--- src/rtl/alu_pkg.sv ---
// Shared types and constants for the sequential ALU and its iterative datapath.
package alu_pkg;

  // Operation codes, same encoding as the original combinational ALU.
  typedef enum logic [3:0] {
    ALU_NOP  = 4'd0,
    ALU_MOV  = 4'd1,
    ALU_CMP  = 4'd2,
    ALU_TEST = 4'd3,
    ALU_SHL  = 4'd4,
    ALU_SHR  = 4'd5,
    ALU_ADD  = 4'd6,
    ALU_ADC  = 4'd7,
    ALU_SUB  = 4'd8,
    ALU_SBB  = 4'd9,
    ALU_MUL  = 4'd10,
    ALU_AND  = 4'd11,
    ALU_OR   = 4'd12,
    ALU_XOR  = 4'd13,
    ALU_NOT  = 4'd14,
    ALU_CLRF = 4'd15
  } alu_mode_e;

  // Bit positions inside the 8-bit flags register; [3:0] stay zero.
  localparam int FLAG_Z = 7;
  localparam int FLAG_S = 6;
  localparam int FLAG_C = 5;
  localparam int FLAG_O = 4;

  // Control FSM states.
  typedef enum logic [1:0] {
    IDLE = 2'd0,
    ITER = 2'd1,
    DONE = 2'd2
  } state_e;

  // True for the operations that run through the iterative datapath.
  function automatic logic is_iter_mode(input alu_mode_e m);
    return (m == ALU_SHL) || (m == ALU_SHR) || (m == ALU_MUL);
  endfunction

endpackage

--- src/rtl/seq_alu_iter.sv ---
// Iterative datapath: one-bit-per-cycle shifts and shift-add multiply.
// Outputs show the value *after* the current step, so the controller can
// capture the final result on the same edge that enters DONE.
module seq_alu_iter
  import alu_pkg::*;
#(
  parameter int WORD_SIZE = 8,
  parameter int CNT_W     = $clog2(WORD_SIZE + 2)
) (
  input  logic                 clk,
  input  logic                 rst,
  input  logic                 load,
  input  alu_mode_e            op,
  input  logic [WORD_SIZE-1:0] a,
  input  logic [WORD_SIZE-1:0] b,
  output logic [WORD_SIZE-1:0] result,
  output logic                 carry_out,
  output logic                 hi_nonzero,
  output logic                 last
);

  // prod holds {hi, lo}; shifts only use the low half.
  logic [2*WORD_SIZE-1:0] prod_q, prod_d, step_prod_s;
  logic [WORD_SIZE-1:0]   a_q, a_d;
  logic [CNT_W-1:0]       cnt_q, cnt_d, load_cnt_s;
  alu_mode_e              op_q, op_d;
  logic                   carry_q, carry_d, step_carry_s;
  logic [WORD_SIZE:0]     mul_sum_s;

  // One iteration step of the latched operation.
  always_comb begin
    step_prod_s  = prod_q;
    step_carry_s = carry_q;
    mul_sum_s    = '0;
    case (op_q)
      ALU_SHL: begin
        step_prod_s  = {prod_q[2*WORD_SIZE-1:WORD_SIZE], prod_q[WORD_SIZE-2:0], 1'b0};
        step_carry_s = prod_q[WORD_SIZE-1];
      end
      ALU_SHR: begin
        step_prod_s  = {prod_q[2*WORD_SIZE-1:WORD_SIZE], 1'b0, prod_q[WORD_SIZE-1:1]};
        step_carry_s = prod_q[0];
      end
      ALU_MUL: begin
        // Add the multiplicand when the current multiplier bit is set,
        // then shift the whole {carry, hi, lo} right by one.
        mul_sum_s   = {1'b0, prod_q[2*WORD_SIZE-1:WORD_SIZE]}
                    + (prod_q[0] ? {1'b0, a_q} : {(WORD_SIZE+1){1'b0}});
        step_prod_s = {mul_sum_s, prod_q[WORD_SIZE-1:1]};
      end
      default: begin
        step_prod_s  = prod_q;
        step_carry_s = carry_q;
      end
    endcase
  end

  // Iteration count: WORD_SIZE for MUL, min(b, WORD_SIZE+1) for shifts.
  always_comb begin
    if (op == ALU_MUL) begin
      load_cnt_s = CNT_W'(WORD_SIZE);
    end else if (b > WORD_SIZE'(WORD_SIZE + 1)) begin
      load_cnt_s = CNT_W'(WORD_SIZE + 1);
    end else begin
      load_cnt_s = CNT_W'(b);
    end
  end

  // Load operands on accept, otherwise step while the counter runs.
  always_comb begin
    prod_d  = prod_q;
    carry_d = carry_q;
    cnt_d   = cnt_q;
    op_d    = op_q;
    a_d     = a_q;
    if (load) begin
      op_d    = op;
      a_d     = a;
      cnt_d   = load_cnt_s;
      carry_d = 1'b0;
      if (op == ALU_MUL) begin
        prod_d = {{WORD_SIZE{1'b0}}, b};
      end else begin
        prod_d = {{WORD_SIZE{1'b0}}, a};
      end
    end else if (cnt_q != {CNT_W{1'b0}}) begin
      prod_d  = step_prod_s;
      carry_d = step_carry_s;
      cnt_d   = cnt_q - CNT_W'(1);
    end else begin
      prod_d  = prod_q;
      carry_d = carry_q;
    end
  end

  // Datapath registers.
  always_ff @(posedge clk) begin
    if (rst) begin
      prod_q  <= '0;
      carry_q <= 1'b0;
      cnt_q   <= '0;
      op_q    <= ALU_NOP;
      a_q     <= '0;
    end else begin
      prod_q  <= prod_d;
      carry_q <= carry_d;
      cnt_q   <= cnt_d;
      op_q    <= op_d;
      a_q     <= a_d;
    end
  end

  assign result     = step_prod_s[WORD_SIZE-1:0];
  assign carry_out  = step_carry_s;
  assign hi_nonzero = |step_prod_s[2*WORD_SIZE-1:WORD_SIZE];
  assign last       = (cnt_q == CNT_W'(1));

endmodule

--- src/rtl/seq_alu.sv ---
// Registered 16-mode ALU with a flags register and an iterative shift/multiply
// unit behind a start/ready/done handshake.
module seq_alu
  import alu_pkg::*;
#(
  parameter int WORD_SIZE = 8,
  parameter int CNT_W     = $clog2(WORD_SIZE + 2)
) (
  input  logic                 clk,
  input  logic                 rst,
  input  logic                 start,
  input  logic [3:0]           mode_select,
  input  logic [WORD_SIZE-1:0] input_A,
  input  logic [WORD_SIZE-1:0] input_B,
  output logic                 ready,
  output logic                 done,
  output logic [WORD_SIZE-1:0] output_C,
  output logic [7:0]           flags
);

  localparam int MSB = WORD_SIZE - 1;

  state_e               state_q, state_d;
  alu_mode_e            mode_q, mode_d, mode_s;
  logic [WORD_SIZE-1:0] out_q, out_d;
  logic [7:0]           flags_q, flags_d;
  logic                 ready_q, ready_d;
  logic                 done_q, done_d;

  logic                 cin_s;
  logic [WORD_SIZE:0]   sum_s, diff_s;
  logic [WORD_SIZE-1:0] logic_s;
  logic                 iter_load_s;
  logic [WORD_SIZE-1:0] iter_result_s;
  logic                 iter_carry_s, iter_hi_nz_s, iter_last_s;

  assign mode_s = alu_mode_e'(mode_select);
  assign cin_s  = flags_q[FLAG_C];

  // Wide add/subtract; only ADC/SBB fold in the carry-in, so the MSB of the
  // (WORD_SIZE+1)-bit result is the carry or borrow directly.
  always_comb begin
    sum_s  = {1'b0, input_A} + {1'b0, input_B}
           + {{WORD_SIZE{1'b0}}, (mode_s == ALU_ADC) & cin_s};
    diff_s = {1'b0, input_A} - {1'b0, input_B}
           - {{WORD_SIZE{1'b0}}, (mode_s == ALU_SBB) & cin_s};
    case (mode_s)
      ALU_TEST, ALU_AND: logic_s = input_A & input_B;
      ALU_OR:            logic_s = input_A | input_B;
      ALU_XOR:           logic_s = input_A ^ input_B;
      default:           logic_s = input_A & input_B;
    endcase
  end

  // Next state, result and flags; single-cycle ops resolve on the accept edge.
  always_comb begin
    state_d     = state_q;
    mode_d      = mode_q;
    out_d       = out_q;
    flags_d     = flags_q;
    iter_load_s = 1'b0;
    case (state_q)
      IDLE, DONE: begin
        if (start) begin
          mode_d  = mode_s;
          state_d = DONE;
          case (mode_s)
            ALU_NOP: out_d = out_q;
            ALU_MOV: out_d = input_B;
            ALU_CMP: begin
              flags_d[FLAG_Z] = (diff_s[MSB:0] == {WORD_SIZE{1'b0}});
              flags_d[FLAG_S] = diff_s[MSB];
              flags_d[FLAG_C] = diff_s[WORD_SIZE];
              flags_d[FLAG_O] = (input_A[MSB] != input_B[MSB]) && (diff_s[MSB] != input_A[MSB]);
            end
            ALU_TEST: begin
              flags_d[FLAG_Z] = (logic_s == {WORD_SIZE{1'b0}});
              flags_d[FLAG_S] = logic_s[MSB];
              flags_d[FLAG_C] = 1'b0;
              flags_d[FLAG_O] = 1'b0;
            end
            ALU_SHL, ALU_SHR: begin
              if (input_B == {WORD_SIZE{1'b0}}) begin
                out_d = input_A;
              end else begin
                iter_load_s = 1'b1;
                state_d     = ITER;
              end
            end
            ALU_ADD, ALU_ADC: begin
              out_d           = sum_s[MSB:0];
              flags_d[FLAG_Z] = (sum_s[MSB:0] == {WORD_SIZE{1'b0}});
              flags_d[FLAG_S] = sum_s[MSB];
              flags_d[FLAG_C] = sum_s[WORD_SIZE];
              flags_d[FLAG_O] = (input_A[MSB] == input_B[MSB]) && (sum_s[MSB] != input_A[MSB]);
            end
            ALU_SUB, ALU_SBB: begin
              out_d           = diff_s[MSB:0];
              flags_d[FLAG_Z] = (diff_s[MSB:0] == {WORD_SIZE{1'b0}});
              flags_d[FLAG_S] = diff_s[MSB];
              flags_d[FLAG_C] = diff_s[WORD_SIZE];
              flags_d[FLAG_O] = (input_A[MSB] != input_B[MSB]) && (diff_s[MSB] != input_A[MSB]);
            end
            ALU_MUL: begin
              iter_load_s = 1'b1;
              state_d     = ITER;
            end
            ALU_AND, ALU_OR, ALU_XOR: begin
              out_d           = logic_s;
              flags_d[FLAG_Z] = (logic_s == {WORD_SIZE{1'b0}});
              flags_d[FLAG_S] = logic_s[MSB];
              flags_d[FLAG_C] = 1'b0;
              flags_d[FLAG_O] = 1'b0;
            end
            ALU_NOT:  out_d   = ~input_A;
            ALU_CLRF: flags_d = 8'h00;
            default:  out_d   = out_q;
          endcase
        end else begin
          state_d = IDLE;
        end
      end
      ITER: begin
        if (iter_last_s) begin
          state_d         = DONE;
          out_d           = iter_result_s;
          flags_d[FLAG_Z] = (iter_result_s == {WORD_SIZE{1'b0}});
          flags_d[FLAG_S] = iter_result_s[MSB];
          if (mode_q == ALU_MUL) begin
            flags_d[FLAG_C] = iter_hi_nz_s;
            flags_d[FLAG_O] = iter_hi_nz_s;
          end else begin
            flags_d[FLAG_C] = iter_carry_s;
          end
        end else begin
          state_d = ITER;
        end
      end
      default: state_d = IDLE;
    endcase
    ready_d = (state_d != ITER);
    done_d  = (state_d == DONE);
  end

  // Control and architectural registers.
  always_ff @(posedge clk) begin
    if (rst) begin
      state_q <= IDLE;
      mode_q  <= ALU_NOP;
      out_q   <= '0;
      flags_q <= 8'h00;
      ready_q <= 1'b1;
      done_q  <= 1'b0;
    end else begin
      state_q <= state_d;
      mode_q  <= mode_d;
      out_q   <= out_d;
      flags_q <= flags_d;
      ready_q <= ready_d;
      done_q  <= done_d;
    end
  end

  seq_alu_iter #(
    .WORD_SIZE (WORD_SIZE),
    .CNT_W     (CNT_W)
  ) u_iter (
    .clk        (clk),
    .rst        (rst),
    .load       (iter_load_s),
    .op         (mode_s),
    .a          (input_A),
    .b          (input_B),
    .result     (iter_result_s),
    .carry_out  (iter_carry_s),
    .hi_nonzero (iter_hi_nz_s),
    .last       (iter_last_s)
  );

  assign ready    = ready_q;
  assign done     = done_q;
  assign output_C = out_q;
  assign flags    = flags_q;

endmodule
--- config.mk ---
export PLATFORM = sky130hd
export DESIGN_NAME = seq_alu
export DESIGN_NICKNAME = d
export VERILOG_FILES = /design/src/rtl/alu_pkg.sv /design/src/rtl/seq_alu_iter.sv /design/src/rtl/seq_alu.sv
export SDC_FILE = /design/constraint.sdc
export NUM_CORES = 1
export LEC_CHECK = 0
export CAP_MARGIN = 20
export CORE_MARGIN = 4
export CORE_UTILIZATION = 50
export CTS_CLUSTER_SIZE = 25
export DETAILED_ROUTE_END_ITERATION = 16
export HOLD_SLACK_MARGIN = 0.05
export PLACE_DENSITY = 0.74
export RECOVER_POWER = 100
export SYNTH_ARGS = -nofsm -noshare
export SYNTH_HDL_FRONTEND = slang
export SYNTH_SLANG_ARGS = --single-unit
--- constraint.sdc ---
create_clock -name clk -period 4.85 [get_ports clk]
set_input_delay 0.485 -clock clk [delete_from_list [all_inputs] [get_ports clk]]
set_output_delay 0.485 -clock clk [all_outputs]
set_load 0.02 [all_outputs]
==> metrics.cfg, run 1 <==
[clocking]
ctsHtreeMaxLevel = 2
cts_buffer_depth = 2
cts.hold.buffers_added = 0
clkLatencyLatePin_ns = 0.31
cts_tree = yes
ctsResizeCount = 0
postCtsSetupRepairBufs = 0
clockRootBuffer = clkbuf_8
clk_pin_slew_ns = 0.10
cts.sinks = 53
cts_buffers = 5

[routing]
drtAntennaViolNets = 0
viasPerCell = 6.344
route.detailed.drc = 0
routed_wl_um = 16890
dr.pass1.iters = 6
via_count = 5329
first_iter_violations = 550
wire_per_inst_um = 20.10

[placement]
dp.cells = 832
gp_congestion = 1.034
hpwl_um = 13000
port_buffers = 36

[synthesis]
syn_area_per_cell_um2 = 7.253
yosys-top-cells-area = dfxtp_1 (21%), ha_1 (10%), nand2_1 (7.1%), a21oi_1 (6.3%), o21ai_0 (4.3%)
synth_async_sr_flop_share_pct = 0
synth_cell_types = 73
synth_sequential_area_ratio_pct = 21.26
synth_flop_cell = dfxtp_1
yosysTopAreaCell = dfxtp_1
synth_top_area_share_pct = 21.26
yosys_warnings = 0
synth_area_mm2 = 0.004990
postSynthCellCount = 688
synth-edff-count = 0
ys_seq_elements = 53

[critical_path]
endpoint_kind = flop
path_buf_inv = 2
arrival_ns = 4.29
cp_max_fo = 22
critical_path.startpoint = input_B[4]
cp-start-kind = input pin
slowest_stage = clkbuf_1
cpPeakStageDelay_ns = 0.75
crit_type = input pin to flop
worst_path_most_repeated_cell = nand2b_1
regToRegStartpoint = flags[5]
crit_chain = dlygate4sd3_1 > or4_1 > o31ai_1 > nor2b_1 > nand2b_1 > clkbuf_1 > nand2b_1 > a311oi_1
path_delay_family = simple AND/OR/NAND/NOR gates
cp.required_ns = 5.07

[hold_path]
hold_class = flop to flop
hold_start = u_iter.a_q[7]

[final_layout]
layout.cells.non_filler = 840
drive_above_1_share_pct = 3.819
seqCellArea_mm2 = 0.001061
syn_to_final_growth_pct = 11.06
fillers = 954
n_antenna_cell = 0
multiInputGateArea_mm2 = 0.003586
nets = 775

[sta]
rsz0062_at_grt = false
relSlewSlack_pct = 23.56
worst_pin_slew_ns = 1.147
final-hold-violation-count = 0
clock.fmax_ghz = 0.2460
slew_violations = 0
fin_crit_ns = 4.065
post-route-period-util_pct = 83.81
finClkSkew_ns = 0.01238
tns_ns = 0
setup_violations = 0

[grt]
antenna_found_initial = 0
overflow = 0
grt_max_degree = 38
grt_pass1_vias = 5067
grt.total_usage_pct = 29.33
grt_pass1_wl_um = 26770

[floorplanning]
core_mm2 = 0.009729
die-height_um = 107.9
die_w_um = 107.9
initial_utilization_pct = 51.29
dieArea_mm2 = 0.01164
ios = 41
row_count = 36

[outcome]
status = completed

[power]
p_leak_nw = 2.230
irDropWorstVdd_v = 0.0001797
p_per_area_mw_per_mm2 = 285.3

[flow_run]
drv_cap = 0

==> registers in the layout, indices dropped and copies added, names as in the netlist <==
name,count
u_iter.a_q,8
output_C,8
u_iter.carry_q,1
u_iter.cnt_q,4
state_q,2
u_iter.op_q,4
ready,1
mode_q,4
u_iter.prod_q,16
flags,4
done,1
==> logic make-up after synthesis <==
group | share of synthesized area [%]
buf+inv | 7.021
flops | 21.26
other cells | 0.07515
fa+ha+maj | 12.49
compound gates | 28.91
xor+xnor | 2.984
mux | 1.805
simple gates | 25.45
==> power breakdown <==
part	switching [mW]	internal (mW)
Sequential	0.0539	0.488
Clock	0.150	0.169
Combinational	0.436	0.284
==> routing by layer <==
| layer | track usage [%] | vias up | wire length (µm) |
|---|---|---|---|
| li1 | - | 2501 | - |
| met1 | 38.06 | 2521 | 6865 |
| met2 | 48.80 | 266 | 7920 |
| met3 | 5.339 | 41 | 1527 |
| met4 | 10.01 | 0 | 571 |
| met5 | 0 | - | 0 |
==> cell usage after synthesis, types with 4 or more instances <==
library cell	instances
nor3_1	12
nor2b_1	17
o21ai_1	5
o31ai_1	5
xor2_1	7
o22ai_1	11
clkbuf_1	33
a21oi_1	63
o221ai_1	4
inv_1	38
ha_1	41
o211ai_1	15
nand3b_1	4
nor4_1	7
a21o_1	9
or3_1	6
nand2_1	95
buf_4	4
a311oi_1	6
and2_1	10
nor3b_1	4
or4_1	5
a22oi_1	4
xnor2_1	10
fa_1	5
nor2_1	48
mux2i_1	9
nand3_1	15
o21ai_0	43
o21a_1	9
nand2b_1	16
a211oi_1	8
a22o_1	5
dfxtp_1	53
==> layout make-up <==
class	count	share of cell area [%]
flip-flops and latches	53	19.15
multi-input cells	556	64.71
inverters	38	2.574
clock inverters	1	0.5419
clock buffers	7	1.558
well taps	133	3.003
repair buffers	52	8.467
==> placed cells by master (no fill, tap or decap), types with 5 or more instances in the layout <==
cell             Yosys  routed
inv_1               38      38
or3_1                6       6
dfxtp_1             53      53
nand2_1             95      95
o31ai_1              5       5
nor4_1               7       7
ha_1                41      41
nor2b_1             17      17
o22ai_1             11      11
xnor2_1             10      10
a21o_1               9       9
buf_4                4      13
or4_1                5       5
and2_1              10      10
nand3_1             15      15
dlygate4sd3_1        1      17
o21a_1               9       9
o211ai_1            15      15
clkbuf_8             1       6
a22o_1               5       5
a311oi_1             6       6
fa_1                 5       5
o21ai_0             43      44
nor3_1              12      12
clkdlybuf4s50_1      0      19
xor2_1               7       7
nand2b_1            16      16
a21oi_1             63      64
mux2i_1              9       9
a211oi_1             8       8
nor2_1              48      48
==> final timing paths <==
path	endpoint	slack [ns]	cells after the start
setup / recovery	u_iter.carry_q	0.79	8
setup reg to reg	flags[5]	1.47	11
hold / removal	u_iter.a_q[7]	0.46	2
hold reg to reg	u_iter.a_q[7]	0.46	2
==> through the flow <==
| step | hold WS [ns] | cell area [µm²] | setup WS [ns] | util, % | power, mW |
|---|---|---|---|---|---|
| global route | 0.4797 | 5542 | 0.5877 | 56.96 | 1.683 |
| global placement | 0.4381 | 5440 | 0.7906 | 55.92 | 1.248 |
| CTS | 0.4597 | 5557 | 1.095 | 57.11 | 1.578 |
| floorplan | 0.4317 | 5001 | 1.132 | - | 1.045 |
| finish | 0.4588 | 5542 | 0.7854 | 56.96 | 1.581 |
| detailed placement | 0.4458 | 5440 | 0.7648 | 55.92 | 1.262 |
==> worst register-to-register path: stages, from the launching register on <==
cell	delay, ns
dfxtp_1	0.42
inv_1	0.11
or3_1	0.40
fa_1	0.42
fa_1	0.47
o21a_1	0.22
or4_1	0.38
o21ai_0	0.15
o21ai_0	0.17
xnor2_1	0.15
a211oi_1	0.23
o32ai_1	0.11
Note: power is estimated with default switching activity, not from simulation.
==> inputs of run 2 (changes only) <==
- PLACE_DENSITY: 0.74 -> 0.77
- clock period: 4.85 -> 3.5 ns (I/O delays scaled with it)
==> metrics.cfg, run 2 (synthesis results as in run 1) <==
[clocking]
clkLatencyLatePin_ns = 0.32  ; was 0.31 ns
ctsHtreeMaxLevel = 2  ; unchanged
postCtsSetupRepairBufs = 0  ; unchanged
cts.sinks = 53  ; unchanged
clk_pin_slew_ns = 0.12  ; was 0.10 ns
cts_buffers = 5  ; unchanged
cts.hold.buffers_added = 0  ; unchanged
clockRootBuffer = clkbuf_8  ; unchanged
cts_tree = yes  ; unchanged
cts_buffer_depth = 2  ; unchanged

[hold_path]
hold_class = flop to flop  ; unchanged
hold_start = u_iter.a_q[7]  ; unchanged

[power]
p_sw_uw = 927.6  ; was 640.4 µW
p_comb_share_pct = 48.7  ; was 45.6%
swShare_pct = 42.28  ; was 40.50%
clkPwrFrac_pct = 17.3  ; was 20.2%
p_leak_nw = 2.439  ; was 2.230 nW
intPower_mw = 1.266  ; was 940.9 µW
irDropWorstVdd_v = 0.0002379  ; was 0.0001797 V
p_per_area_mw_per_mm2 = 372.6  ; was 285.3 mW/mm²
power_frac_seq_pct = 34.0  ; was 34.3%

[critical_path]
crit_type = input pin to flop  ; unchanged
r2r_slack_ns = 0.30  ; was 1.47 ns
cp_max_fo = 4  ; was 22
endpoint_kind = flop  ; unchanged
arrival_ns = 3.65  ; was 4.29 ns
cp.required_ns = 3.74  ; was 5.07 ns
crit_chain = clkdlybuf4s50_1 > nand2b_1 > or3_1 > fa_1 > fa_1 > clkbuf_1 > xnor2_1 > nor3_1 > nand3_1 > nor4_1 > nand3_1 > a311oi_2  ; was dlygate4sd3_1 > or4_1 > o31ai_1 > nor2b_1 > nand2b_1 > clkbuf_1 > nand2b_1 > a311oi_1
regToRegStartpoint = flags[5]  ; unchanged
critical_path.startpoint = mode_select[1]  ; was input_B[4]
cpPeakStageDelay_ns = 0.46  ; was 0.75 ns
slowest_stage = clkdlybuf4s50_1  ; was clkbuf_1
cp-start-kind = input pin  ; unchanged

[floorplanning]
ios = 41  ; unchanged
initial_utilization_pct = 51.29  ; unchanged
row_count = 36  ; unchanged
core_mm2 = 0.009729  ; unchanged
die_w_um = 107.9  ; unchanged
dieArea_mm2 = 0.01164  ; unchanged
die-height_um = 107.9  ; unchanged

[sta]
slew_violations = 38  ; was 0
tns_ns = 0  ; unchanged
clock.fmax_ghz = 0.2933
post-route-period-util_pct = 97.41
worst_pin_slew_ns = 1.523  ; was 1.147 ns
relSlewSlack_pct = -1.529  ; was 23.56%
rsz0062_at_grt = false  ; unchanged
fin_crit_ns = 3.409
setup_violations = 0  ; unchanged
finClkSkew_ns = 0.01883  ; was 0.01238 ns
final-hold-violation-count = 0  ; unchanged

[final_layout]
seqCellArea_mm2 = 0.001061  ; unchanged
regMostFlops = u_iter.prod_q  ; unchanged
layout.cells.non_filler = 888  ; was 840
nets = 823  ; was 775
final_cell_mix = nand2_1 (95), a21oi_1 (63), buf_4 (58)  ; was nand2_1 (95), a21oi_1 (64), dfxtp_1 (53)
n_antenna_cell = 0  ; unchanged
multiInputGateArea_mm2 = 0.003605  ; was 0.003586 mm²
largest_reg_flops = 16  ; unchanged
fillers = 950  ; was 954
drive_above_1_share_pct = 10.20  ; was 3.819%
final_common_cell = nand2_1  ; unchanged
syn_to_final_growth_pct = 18.00  ; was 11.06%

[grt]
grt_pass1_vias = 5023  ; was 5067
antenna_found_initial = 0  ; unchanged
grt_max_degree = 38  ; unchanged
grt_pass1_wl_um = 27170  ; was 26770 µm
grt.total_usage_pct = 29.65  ; was 29.33%
overflow = 0  ; unchanged

[placement]
port_buffers = 36  ; unchanged
dp.cells = 879  ; was 832
hpwl_um = 13800  ; was 13000 µm
gp_congestion = 1.037  ; was 1.034

[outcome]
status = finished, violations left  ; was completed
violations = max-capacitance violations, max-slew violations

[routing]
route.detailed.drc = 0  ; unchanged
m1WireLength_um = 7187  ; was 6865 µm
viasPerCell = 6.217  ; was 6.344
first_iter_violations = 621  ; was 550
met2_length_um = 8121  ; was 7920 µm
wire_per_inst_um = 19.65  ; was 20.10 µm
routed.top_layer = met4  ; unchanged
dr.pass1.iters = 5  ; was 6
routed-wl-met3_um = 1507  ; was 1527 µm
drtAntennaViolNets = 0  ; unchanged
routed_wl_um = 17450  ; was 16890 µm
via_count = 5521  ; was 5329

[flow_run]
drv_cap = 1  ; was 0

==> run 2: changes by cell type in the layout (fill, tap and decap cells not counted), moves of 2 or more <==
cell	before	now
buf_4	13	58
o21ai_0	44	40
o21ai_1	4	7
clkbuf_1	4	6
clkinvlp_4	0	2
==> run 2: path summary, 6_finish.rpt <==
check	end	cells past startpoint
hold / removal	u_iter.a_q[7]	2
setup reg to reg	flags[7]	11
setup / recovery	flags[7]	12
hold reg to reg	u_iter.a_q[7]	2
==> run 2: per-layer routing <==
| metal | track usage [%] | vias up |
|---|---|---|
| li1 | - | 2600 |
| met1 | 38.47 | 2587 |
| met2 | 49.47 | 286 |
| met3 | 4.319 | 48 |
| met4 | 11.45 | 0 |
| met5 | 0 | - |
==> run 2: area by class of cell <==
class,instances,share of cell area (%)
Clock buffer,5,1.169
Clock inverter,3,0.4462
Inverter,38,2.422
Multi-Input combinational cell,556,61.22
Sequential cell,53,18.02
Tap cell,133,2.826
Timing Repair Buffer,100,13.90
==> run 2: worst max-delay path: cells and delay by family <==
kind | cells | cell delay, ns
compound gates | 1 | 0.26
xor+xnor | 1 | 0.14
fa+ha+maj | 2 | 0.86
buf+inv | 2 | 0.62
simple gates | 6 | 1.42
==> run 2: stage by stage <==
stage | setup slack, ns | area (µm²) | power (mW) | hold slack [ns] | utilization [%]
3_3_place_gp | -0.1870 | 5793 | 1.772 | 0.4427 | 59.54
4_1_cts | 0.09480 | 5888 | 2.175 | 0.4616 | 60.52
3_5_place_dp | -0.2552 | 5793 | 1.797 | 0.4458 | 59.54
5_1_grt | 0.03252 | 5888 | 2.326 | 0.4835 | 60.52
6_report | 0.09062 | 5888 | 2.194 | 0.4610 | 60.52
2_1_floorplan | 0.02699 | 5004 | 1.448 | 0.4317 | -
==> run 2: repair_timing <==
action / CTS / global route
setup endpoints to repair: 0 / 5
gates resized for setup: 0 / 7
endpoints found under the hold margin: 0 / 0
==> run 2: power groups by stage <==
| stage | logic (mW) | clock network (mW) | registers, mW |
|---|---|---|---|
| floorplan | 0.693 | 0 | 0.755 |
| global placement | 1.02 | 0 | 0.752 |
| detailed placement | 1.04 | 0 | 0.756 |
| CTS | 1.05 | 0.384 | 0.743 |
| global route | 1.17 | 0.407 | 0.753 |
| finish | 1.07 | 0.379 | 0.746 |
